==> config.mk <==
export PLATFORM = sky130hd
export DESIGN_NAME = i2s_slave_rx
export DESIGN_NICKNAME = d
export VERILOG_FILES = /design/src/rtl/i2s_pkg.sv /design/src/rtl/i2s_edge_sync.sv /design/src/rtl/i2s_slave_rx.sv
export SDC_FILE = /design/constraint.sdc
export NUM_CORES = 1
export LEC_CHECK = 0
export ABC_AREA = 1
export CORE_MARGIN = 4
export CORE_UTILIZATION = 25
export DETAILED_ROUTE_END_ITERATION = 12
export GPL_ROUTABILITY_DRIVEN = 0
export PLACE_DENSITY = 0.56
export SYNTH_ARGS = -nofsm -noshare
export SYNTH_HDL_FRONTEND = slang
export SYNTH_SLANG_ARGS = --single-unit
==> constraint.sdc <==
create_clock -name mclk -period 1.6 [get_ports mclk]
set_input_delay 0.32 -clock mclk [delete_from_list [all_inputs] [get_ports mclk]]
set_output_delay 0.32 -clock mclk [all_outputs]
set_load 0.05 [all_outputs]
==> src/rtl/i2s_pkg.sv <==
`timescale 1ns/1ps
// Shared I2S definitions for the receive and transmit sides: frame-tracking
// states and default word/slot geometry.
package i2s_pkg;

  typedef enum logic [1:0] {
    ST_SYNC  = 2'd0,
    ST_DELAY = 2'd1,
    ST_SHIFT = 2'd2,
    ST_PAD   = 2'd3
  } i2s_state_e;

  localparam int I2S_DATA_WIDTH = 24;
  localparam int I2S_SLOT_WIDTH = 32;

endpackage

==> src/rtl/i2s_edge_sync.sv <==
`timescale 1ns/1ps
// Two-flop synchronizer followed by an edge-detect register; rise is a
// single-cycle pulse for each rising edge of the asynchronous input d.
module i2s_edge_sync (
  input  logic clk,
  input  logic srst,
  input  logic d,
  output logic rise
);

  logic sync1_reg;
  logic sync2_reg;
  logic dly_reg;

  always_ff @(posedge clk) begin
    if (srst) begin
      sync1_reg <= 1'b0;
      sync2_reg <= 1'b0;
      dly_reg   <= 1'b0;
    end else begin
      sync1_reg <= d;
      sync2_reg <= sync1_reg;
      dly_reg   <= sync2_reg;
    end
  end

  assign rise = sync2_reg & ~dly_reg;

endmodule

==> src/rtl/i2s_slave_rx.sv <==
`timescale 1ns/1ps
// I2S slave receiver: oversamples sclk/ws/sd on mclk and presents stereo pairs
// with a valid/ready handshake. Define I2S_RX_FRAME_CHECK_EN for frame_err.
module i2s_slave_rx
  import i2s_pkg::*;
#(
  parameter int DATA_WIDTH = I2S_DATA_WIDTH,
  parameter int SLOT_WIDTH = I2S_SLOT_WIDTH
) (
  input  logic                  mclk,
  input  logic                  rst,
  input  logic                  sclk_in,
  input  logic                  ws_in,
  input  logic                  sd_in,
  output logic [DATA_WIDTH-1:0] left_data,
  output logic [DATA_WIDTH-1:0] right_data,
  output logic                  valid,
  input  logic                  ready,
  output logic                  overrun,
  output logic                  frame_err
);

  localparam int CNT_W = $clog2(SLOT_WIDTH + 1);
  localparam logic [CNT_W-1:0] LAST_CNT = CNT_W'(DATA_WIDTH);

  logic       sclk_rise;
  logic [1:0] aux_in;
  logic [1:0] aux_dly;
  logic       ws_bit;
  logic       sd_bit;

  i2s_edge_sync u_sclk_sync (
    .clk  (mclk),
    .srst (rst),
    .d    (sclk_in),
    .rise (sclk_rise)
  );

  // ws and sd get the same three-stage depth as sclk so they line up with the tick.
  assign aux_in = {ws_in, sd_in};

  genvar gi;
  generate
    for (gi = 0; gi < 2; gi++) begin : g_aux_sync
      logic s1_reg;
      logic s2_reg;
      logic dly_reg;
      always_ff @(posedge mclk) begin
        if (rst) begin
          s1_reg  <= 1'b0;
          s2_reg  <= 1'b0;
          dly_reg <= 1'b0;
        end else begin
          s1_reg  <= aux_in[gi];
          s2_reg  <= s1_reg;
          dly_reg <= s2_reg;
        end
      end
      assign aux_dly[gi] = dly_reg;
    end
  endgenerate

  assign ws_bit = aux_dly[1];
  assign sd_bit = aux_dly[0];

  i2s_state_e            state_reg;
  logic                  chan_reg;
  logic                  ws_prev_reg;
  logic                  left_done_reg;
  logic                  pair_done_reg;
  logic [CNT_W-1:0]      count_reg;
  logic [CNT_W-1:0]      count_inc;
  logic [DATA_WIDTH-1:0] left_sh_reg;
  logic [DATA_WIDTH-1:0] right_sh_reg;
  logic [DATA_WIDTH-1:0] left_data_reg;
  logic [DATA_WIDTH-1:0] right_data_reg;
  logic                  valid_reg;
  logic                  overrun_reg;
  logic                  frame_slip;
  logic                  shift_en;

  assign count_inc  = count_reg + 1'b1;
  assign frame_slip = sclk_rise && (state_reg == ST_SHIFT) && (ws_bit != chan_reg);
  // The MSB arrives on the tick after the ws change, so DELAY already captures it.
  assign shift_en   = sclk_rise &&
                      ((state_reg == ST_DELAY) || ((state_reg == ST_SHIFT) && !frame_slip));

  always_ff @(posedge mclk) begin
    if (rst) begin
      state_reg     <= ST_SYNC;
      chan_reg      <= 1'b0;
      ws_prev_reg   <= 1'b0;
      left_done_reg <= 1'b0;
      pair_done_reg <= 1'b0;
      count_reg     <= '0;
    end else begin
      pair_done_reg <= 1'b0;
      if (sclk_rise) begin
        ws_prev_reg <= ws_bit;
        case (state_reg)
          ST_SYNC: begin
            if (ws_prev_reg && !ws_bit) begin
              state_reg <= ST_DELAY;
              chan_reg  <= 1'b0;
            end
          end
          ST_DELAY: begin
            state_reg <= ST_SHIFT;
            count_reg <= CNT_W'(1);
          end
          ST_SHIFT: begin
            if (frame_slip) begin
              state_reg     <= ST_DELAY;
              chan_reg      <= ws_bit;
              left_done_reg <= 1'b0;
            end else begin
              count_reg <= count_inc;
              if (count_inc == LAST_CNT) begin
                state_reg <= ST_PAD;
                if (!chan_reg) begin
                  left_done_reg <= 1'b1;
                end else begin
                  pair_done_reg <= left_done_reg;
                  left_done_reg <= 1'b0;
                end
              end
            end
          end
          ST_PAD: begin
            if (ws_bit != chan_reg) begin
              state_reg <= ST_DELAY;
              chan_reg  <= ws_bit;
            end
          end
          default: state_reg <= ST_SYNC;
        endcase
      end
    end
  end

  always_ff @(posedge mclk) begin
    if (rst) begin
      left_sh_reg  <= '0;
      right_sh_reg <= '0;
    end else if (shift_en) begin
      if (!chan_reg) begin
        left_sh_reg <= {left_sh_reg[DATA_WIDTH-2:0], sd_bit};
      end else begin
        right_sh_reg <= {right_sh_reg[DATA_WIDTH-2:0], sd_bit};
      end
    end
  end

  // A new pair always wins over a same-cycle handshake; overrun only when it was unconsumed.
  always_ff @(posedge mclk) begin
    if (rst) begin
      left_data_reg  <= '0;
      right_data_reg <= '0;
      valid_reg      <= 1'b0;
      overrun_reg    <= 1'b0;
    end else if (pair_done_reg) begin
      left_data_reg  <= left_sh_reg;
      right_data_reg <= right_sh_reg;
      valid_reg      <= 1'b1;
      if (valid_reg && !ready) begin
        overrun_reg <= 1'b1;
      end
    end else if (valid_reg && ready) begin
      valid_reg <= 1'b0;
    end
  end

`ifdef I2S_RX_FRAME_CHECK_EN
  logic frame_err_reg;

  always_ff @(posedge mclk) begin
    if (rst) begin
      frame_err_reg <= 1'b0;
    end else if (frame_slip) begin
      frame_err_reg <= 1'b1;
    end
  end

  assign frame_err = frame_err_reg;
`else
  assign frame_err = 1'b0;
`endif

  assign left_data  = left_data_reg;
  assign right_data = right_data_reg;
  assign valid      = valid_reg;
  assign overrun    = overrun_reg;

endmodule

==> summary.txt <==
Floorplanning
  • Starting Density: 25.73%
  • DIE HEIGHT: 139.3 µm
  • Row cnt: 47
  • I/O Pins: 57
  • Die outline width: 139.3 µm
  • Die Area: 19,410 µm²
  • Core Area: 16,760 µm²

Worst hold path
  • Min-Delay Path Depth: 2
  • Hold-critical path endpoint: g_aux_sync[1].s2_reg$_SDFF_PP0_
  • Worst min-delay path category: reg2reg
  • HP Start: g_aux_sync[1].s1_reg$_SDFF_PP0_

Finish
  • Area grow syn2layout: 40.45%
  • Final core occ: 36.13%
  • Post-layout nets: 601
  • Share of layout cells above drive strength 1: 25.67%
  • FF+latch area: 2386 µm²
  • Final instance area: 6056 µm²
  • Fillers: 1,676
  • Antenna diode count: 0
  • Multi-input logic area: 1633 µm²

STA
  • Final Hold Viols: 0
  • RSZ-0062 raised after global routing: true
  • Setup violators final: 0
  • F_max: 0.6325 GHz
  • Final min period: 1.581 ns
  • Final Max Tran Viols: 0
  • Final worst setup slack: 0.01897 ns
  • Final setup skew: 0.007352 ns
  • Fin crit share: 98.81%

Critical path
  • Slowest CP cell: dfxtp_2
  • CP max FO: 7
  • CP max stage delay: 0.35 ns
  • Endpoint type of the worst setup path: register
  • WS Path Type: reg2reg
  • Startpoint Class: register
  • Worst r2r src: state_reg[1]$_SDFFE_PP0P_
  • Critical path, cell by cell: inv_2 -> ha_1 -> inv_1 -> o21ai_4 -> buf_6 -> nand2_8 -> clkbuf_16 -> o21ai_1 -> a21oi_1
  • Critical path data arrival time: 1.88 ns
  • Data required time at the worst endpoint: 1.90 ns
  • Reg2Reg Capture Point: left_sh_reg[20]$_SDFFE_PP0P_
  • R2R depth: 9
  • Setup slack, reg-to-reg: 0.02 ns

Routing
  • DRC: 0
  • Avg WL per Cell: 11.70 µm
  • Vias: 3,531
  • Avg Vias per Cell: 4.306
  • Iter 0 DRT Violations: 182
  • DRT Wirelength: 9591 µm
  • Number of detailed-route iterations in the first pass: 4
  • Final ANT Viol Nets: 0

Power
  • Clock network fraction of total power: 57.0%
  • Cell-internal power: 0.005895 W
  • Part of the power in registers: 41.0%
  • Power Density: 1200 nW/µm²
  • Switching Share: 18.89%
  • Pleak: 2.420 nW
  • Worst vdd ir: 0.7328 mV
  • Gate power share: 2.0%
  • NetSw: 0.001373 W

Global route
  • Largest net degree at the start of global routing: 58
  • First-pass GRT wire length: 15,730 µm
  • Initial antenna violation count: 0
  • Gr ovfl total: 0
  • Vias in the first global route: 3,388
  • GRT Util Overall: 9.845%

Clocking
  • CTS hold repair buffers: 0
  • Max Root-Sink Buffers: 2
  • Total clock buffers created by CTS: 17
  • Clk Latency, worst-skew pair: 0.41 ns
  • Clock sink count: 119
  • CTS tree: done
  • H-tree depth: 4
  • CTS Root Cell: clkbuf_16
  • Reg clk slew, reported paths: 0.05 ns

Logic synthesis
  • Syn_nets: 532
  • Synth area leader: dfxtp_1
  • Area contributors post-synth: dfxtp_1 55%, a21oi_1 12%, o21ai_0 11%, inv_1 6.3%, nand2_1 3.0%
  • Share of the synthesized area in the top cell type: 55.25%
  • Post-synthesis cell count: 520
  • Yosys cell types: 25
  • Yosys warnings: 0
  • Synth Area per Inst: 8.292 µm²
  • Register area share after synthesis: 55.25%
  • Flops & latches, synth: 119
  • Synthesized area: 4312 µm²

Placement
  • Input/output buffers: 55
  • DPL Wire Length: 6321 µm
  • Placed instance area: 5179 µm²
  • Post-place setup slack: -0.07687 ns

Outcome
  • Outcome: completed

Run
  • Max Cap Violations: 0
[routing by layer]
metal  GRT usage (%)  part of all wire [%]  routed length, µm  vias to the layer above
met5               0                     0                  0                        -
met4           2.575                  0.97                 93                        0
met3           4.528                   5.4                516                       10
met2           15.70                    47               4496                       65
met1           12.08                    47               4485                     1594
li1                -                     -                  -                     1862
[cells by family after synthesis]
| kind of cell | Yosys count | synth area share (%) |
|---|---|---|
| fa+ha+maj | 6 | 1.741 |
| compound gates | 205 | 24.26 |
| buf+inv | 106 | 10.19 |
| flops | 119 | 55.25 |
| simple gates | 83 | 8.474 |
| other cells | 1 | 0.08697 |
[worst max-delay path, delay by kind of cell, from the launching register on]
family	cells	cell delay (ns)
buffers and inverters	4	0.50
AOI/OAI and AO/OA	3	0.40
DFF	1	0.35
adders and majority gates	1	0.16
and+or+nand+nor	1	0.07
[stage by stage]
step	setup TNS [ns]	total power, W	std cells	hold slack, ns
floorplan	0	0.003122	520	0.3883
global placement	-0.01261	0.003169	786	0.3957
detailed placement	-1.385	0.003170	786	0.3990
CTS	-0.04717	0.007356	817	0.4071
global route	-1.686	0.007525	820	0.4255
finish	0	0.007268	820	0.4018
[cells in the mapped netlist (all sizes together)]
cell type,count
inv,73
buf,10
o21a,1
nand4,1
clkbuf,23
a22oi,1
o21ai,101
nor3,2
nand3,15
nor2,26
conb,1
a21oi,102
nand2,39
ha,6
dfxtp,119
[area by class of cell]
cell class,instances,share of cell area (%)
clock buffers,21,7.769
inverters,73,4.566
repair buffers,83,13.90
flip-flops and latches,119,39.40
clock inverters,9,2.851
multi-input cells,295,26.96
well taps,220,4.545
[power by group through the flow]
stage	sequential, W	clock (W)	combinational (W)
after floorplan	0.00304	0	0.0000815
after global placement	0.00304	0	0.000127
after detailed placement	0.00304	0	0.000128
after CTS	0.00298	0.00425	0.000130
after global routing	0.00298	0.00438	0.000163
final	0.00298	0.00414	0.000145
[how the worst max path moves through the flow]
stage / startpoint / to / slack, ns
final: state_reg[1]$_SDFFE_PP0P_ / left_sh_reg[20]$_SDFFE_PP0P_ / 0.02
after global routing: state_reg[0]$_SDFFE_PP0P_ / left_sh_reg[12]$_SDFFE_PP0P_ / -0.11
after CTS: state_reg[0]$_SDFFE_PP0P_ / left_sh_reg[13]$_SDFFE_PP0P_ / -0.01
after detailed placement: state_reg[0]$_SDFFE_PP0P_ / left_sh_reg[10]$_SDFFE_PP0P_ / -0.08
after global placement: state_reg[0]$_SDFFE_PP0P_ / left_sh_reg[5]$_SDFFE_PP0P_ / -0.009
after floorplan: state_reg[0]$_SDFFE_PP0P_ / right_sh_reg[17]$_SDFFE_PP0P_ / 0.02
[timing repair]
item / CTS / global route
resized for setup: 18 / 61
pin swaps: 2 / 2
endpoints found under the setup margin: 42 / 54
gates cloned: 0 / 3
setup buffers: 1 / 0
[placed cells by master, fill, tap and decap left out, drive strengths merged]
cell type      synthesis  final
inv                   73     73
nand3                 15     15
conb                   1      1
a22oi                  1      1
buf                   10     75
nor3                   2      2
nor2                  26     26
o21a                   1      1
bufinv                 0      5
nand2                 39     39
clkinvlp               0      1
clkdlybuf4s50          0      5
clkinv                 0      3
ha                     6      6
nand4                  1      1
dfxtp                119    119
clkbuf                23     24
a21oi                102    102
o21ai                101    101
Note: power is estimated with default switching activity, not from simulation.
==> edit 1: new RTL, same settings <==
The option `I2S_RX_FRAME_CHECK_EN` is turned on by a define.
--- a/src/rtl/i2s_slave_rx.sv
+++ b/src/rtl/i2s_slave_rx.sv
@@ -3,2 +3,4 @@
 // with a valid/ready handshake. Define I2S_RX_FRAME_CHECK_EN for frame_err.
+`define I2S_RX_FRAME_CHECK_EN
+
 module i2s_slave_rx
Function: same outputs for any inputs over 10 cycles, from zero or initial values and one cycle with rst high; that may be too few to reach the edited logic, so the function may still have changed.
==> edit 1 against the original RTL <==
- via count is 4.4% higher
- setup slack improved by 81 ps
- fmax grew 5.4%
- design area fell by 2.9%
- synthesized area rose by 0.64%
- clock skew fell by 1.3 ps
- synthesized cell count increased by 9.4%
- sequential cell count increased by 1
- sequential share of layout area rose by 1.5 points
- total power fell by 7.6%
- critical path depth rose by 3
- routed wire length rose by 4.0%
- critical path type unchanged
- critical endpoint is now left_sh_reg[11]
- largest cell class unchanged
==> edit 1: results <==
group,metric,value,unit
synthesis,yosys_warnings,0,
detailed_routing,wire_per_inst,11.4,um
outcome,status,"finished, final reports clean",
setup_path,critPathMaxStageDelay,340,ps
layout,num_antenna_cells,0,
clock_tree,cts_max_level,4,
setup_path,crit_family,"buffers and inverters",
clock_tree,clockBufferDepth,2,
timing,tightest_slew,448,ps
synthesis,synth_ff_type,"dfxtp_1",
global_routing,grt_pass1_vias,3477,
clock_tree,cts_buffers,17,
timing,fin_worst_skew,6.04,ps
place,hpwl,6260,um
synthesis,synthTopCellsByCount,"216 x nor2_1, 120 x dfxtp_1, 102 x o21ai_0",
synthesis,syn-num-nets,581,
global_routing,grt_max_degree,53,
layout,drive_gt1_share,19.3,%
place,dpl_cell_area,5160,um^2
detailed_routing,drt-pass1-iter-count,5,
timing,final_max_slew_viol_count,0,
setup_path,cp.arrival,1800,ps
setup_path,critPathSlowestCell,"dfxtp_2",
clock_tree,cts-root-buf,"clkbuf_16",
clock_tree,clk_latency,410,ps
global_routing,grt_use_total,10.4,%
detailed_routing,drt_iter0_drc,181,
global_routing,grt_pass1_wl,16600,um
hold_path,hold_class,"flop to flop",
synthesis,yosysSeqAreaShare,55.4,%
synthesis,synth_area_leaders,"dfxtp_1 55%, nor2_1 19%, o21ai_0 12%",
place,io_buffer_count,56,
detailed_routing,vias_per_cell,4.23,
global_routing,antenna_found_initial,0,
clock_tree,cts.clk_slew.worst_paths,50,ps
synthesis,synthArstFlopShare,0,%
layout,fillers,1775,
power,p_leak,2.75,nW
synthesis,synth_cell_types,20,
power,ir_worst_vdd,0.000783,V
job,drv_cap,0,
layout,num-nets-final,652,
setup_path,crit_fanout,6,
==> edit 1: cell types whose count changed in the layout (fill, tap and decap cells not counted), moves of 6 or more <==
cell,delta
nand2_1,-9
o21ai_2,-23
clkbuf_1,+6
o21ai_0,+33
inv_1,-41
nor2_1,+188
a21oi_1,-90
==> edit 1: through the flow <==
| stage | TNS (ps) | setup WS, ps | std cells | util [%] |
|---|---|---|---|---|
| 2_1_floorplan | 0 | 15.9 | 569 | - |
| 3_3_place_gp | 0 | 24.2 | 835 | 30.7 |
| 3_5_place_dp | -0.972 | -0.972 | 835 | 30.7 |
| 4_1_cts | 0 | 13.2 | 866 | 34.1 |
| 5_1_grt | -54.9 | -19.2 | 872 | 35.0 |
| 6_report | 0 | 99.6 | 872 | 35.0 |
==> edit 1: tightest hold or removal path: cells and delay by family, from the launching register on <==
kind,cells,cell delay (ps)
and+or+nand+nor,1,30
DFF,1,290
buffers and inverters,1,40
==> edit 1: where the power goes <==
part	internal, mW	switching (mW)	leakage [nW]
Sequential	3.01	0.00755	0.969
Combinational	0.0524	0.0770	1.51
Clock	2.33	1.24	0.272
Total	5.39	1.32	2.75
==> edit 1: area by class of cell <==
type	instances	share of cell area [%]
Tap cell	220	4.68
Multi-Input combinational cell	384	29.5
Inverter	35	2.40
Sequential cell	120	40.9
Clock inverter	2	0.596
Clock buffer	29	8.85
Timing Repair Buffer	82	13.1
==> edit 1: worst paths after layout <==
kind         slack (ps)  depth (start not counted)            startpoint              endpoint
max                 100                         12          state_reg[0]       left_sh_reg[11]
max reg2reg         100                         12          state_reg[0]       left_sh_reg[11]
min                 400                          2  g_aux_sync[1].s1_reg  g_aux_sync[1].s2_reg
min reg2reg         400                          2  g_aux_sync[1].s1_reg  g_aux_sync[1].s2_reg
==> edit 1: routing by layer <==
metal | up-vias | share of wire [%] | global-route usage [%]
met1 | 1641 | 50 | 13.6
met4 | 0 | 1.9 | 5.05
met3 | 15 | 4.7 | 3.40
met2 | 71 | 43 | 15.5
met5 | - | 0 | 0
li1 | 1959 | - | -
==> edit 1: kinds of logic after synthesis <==
logic type	count (synthesis)	synth area share, %
and+or+nand+nor	261	23.4
buffers and inverters	65	5.80
adders and majority gates	6	1.73
AOI/OAI and AO/OA	117	13.8
DFF	120	55.4
==> edit 1: what timing repair did <==
action	CTS	global route
buffers inserted	0	3
gates cloned	0	3
pin swaps	0	6
resized for setup	5	34
endpoints found under the setup margin	25	53
==> edit 2: new RTL, same settings <==
Without the edit above. Encoding of `i2s_state_e`: now one-hot (4 bits for 4 states).
--- a/src/rtl/i2s_pkg.sv
+++ b/src/rtl/i2s_pkg.sv
@@ -5,7 +5,7 @@
 
-  typedef enum logic [1:0] {
-    ST_SYNC  = 2'd0,
-    ST_DELAY = 2'd1,
-    ST_SHIFT = 2'd2,
-    ST_PAD   = 2'd3
+  typedef enum logic [3:0] {
+    ST_SYNC  = 4'b0001,
+    ST_DELAY = 4'b0010,
+    ST_SHIFT = 4'b0100,
+    ST_PAD   = 4'b1000
   } i2s_state_e;
Check against the original RTL: no difference found for any inputs over 10 cycles, from zero or initial values and one cycle with rst high; not proved beyond that.
==> edit 2 against the original RTL <==
- global-route usage decreased by 0.071 points
- non-clock buffer count decreased by 11
- sequential cell count increased by 2
- sequential power increased by 2%
- setup slack improved by 75 ps
- synthesized area increased by 2.9%
- total power decreased by 6.4%
- design area decreased by 3.0%
- critical path type unchanged
- routed wire length decreased by 0.57%
==> edit 2: results <==
group,metric,value,unit
place,dpl_cell_area,5170,um^2
detailed_routing,num_vias,3528,
hold_path,hold_class,"flop to flop",
synthesis,synth_fa_ha_area_share,0.282,%
layout,num-nets-final,590,
detailed_routing,drt_iter0_drc,155,
synthesis,synthTopCellsByCount,"121 x dfxtp_1, 96 x a21oi_1, 86 x o21ai_0",
outcome,status,"finished, final reports clean",
global_routing,grt_use_met1,12.5,%
global_routing,met3_usage,4.51,%
timing,fin_worst_skew,7.20,ps
setup_path,cp.arrival,1810,ps
global_routing,grt_pass1_wl,15700,um
detailed_routing,route.met2.wl,4210,um
clock_tree,cts_buffers,17,
power,ir_worst_vdd,0.000684,V
global_routing,grt_max_degree,50,
detailed_routing,met1_length,4620,um
global_routing,met2_usage,14.3,%
synthesis,yosysSeqAreaShare,54.6,%
synthesis,synth_area_leaders,"dfxtp_1 55%, a21oi_1 11%, o21ai_0 9.7%",
place,hpwl,5890,um
setup_path,crit_fanout,26,
layout,drive_gt1_share,23.2,%
detailed_routing,wirelength,9540,um
setup_path,crit_family,"simple AND/OR/NAND/NOR gates",
detailed_routing,drt-pass1-iter-count,5,
edit 2: changes by cell type after synthesis, moves of 4 or more:
cell / unedited run / this run
a21oi_2: 0 / 11
o21ai_2: 1 / 8
a21oi_1: 102 / 96
o21ai_0: 92 / 86
buf_2: 5 / 0
ha_1: 6 / 1
buf_6: 4 / 8
nand3_1: 15 / 19
edit 2: cell families after synthesis:
group | Yosys count
simple gates | 90
other cells | 1
fa+ha+maj | 1
buf+inv | 107
compound gates | 207
flops | 121
edit 2: repair_timing:
item                       4_1_cts  5_1_grt
setup endpoints to repair        0       43
setup buffers                    0        3
gates resized for setup          0       37
edit 2: where the power goes:
group          internal (mW)  switching [mW]  total, mW
logic                 0.0546          0.0910      0.146
clock network           2.33            1.29       3.62
registers               3.03         0.00513       3.03
total                   5.41            1.39       6.80
edit 2: worst paths after layout:
check | cells after the start | end | slack (ps) | start
max | 9 | left_sh_reg[11] | 90 | state_reg[1]
min | 2 | g_aux_sync[1].s2_reg | 390 | g_aux_sync[1].s1_reg
max reg2reg | 9 | left_sh_reg[11] | 90 | state_reg[1]
min reg2reg | 2 | g_aux_sync[1].s2_reg | 390 | g_aux_sync[1].s1_reg
edit 2: stage by stage:
step	std cells	total power, mW	worst slack [ps]
2_1_floorplan	527	3.19	178
3_5_place_dp	784	3.24	66.1
5_1_grt	821	7.04	-8.52
3_3_place_gp	784	3.24	92.4
6_report	821	6.80	93.7
4_1_cts	816	6.88	40.3
edit 2: area by class of cell:
type,instances,area [um^2]
tap,225,282
fill,1797,11500
sequential,121,2420
multi-input combinational,299,1600
timing repair buffer,72,726
clock inverter,7,65.1
clock buffer,25,505
inverter,72,270
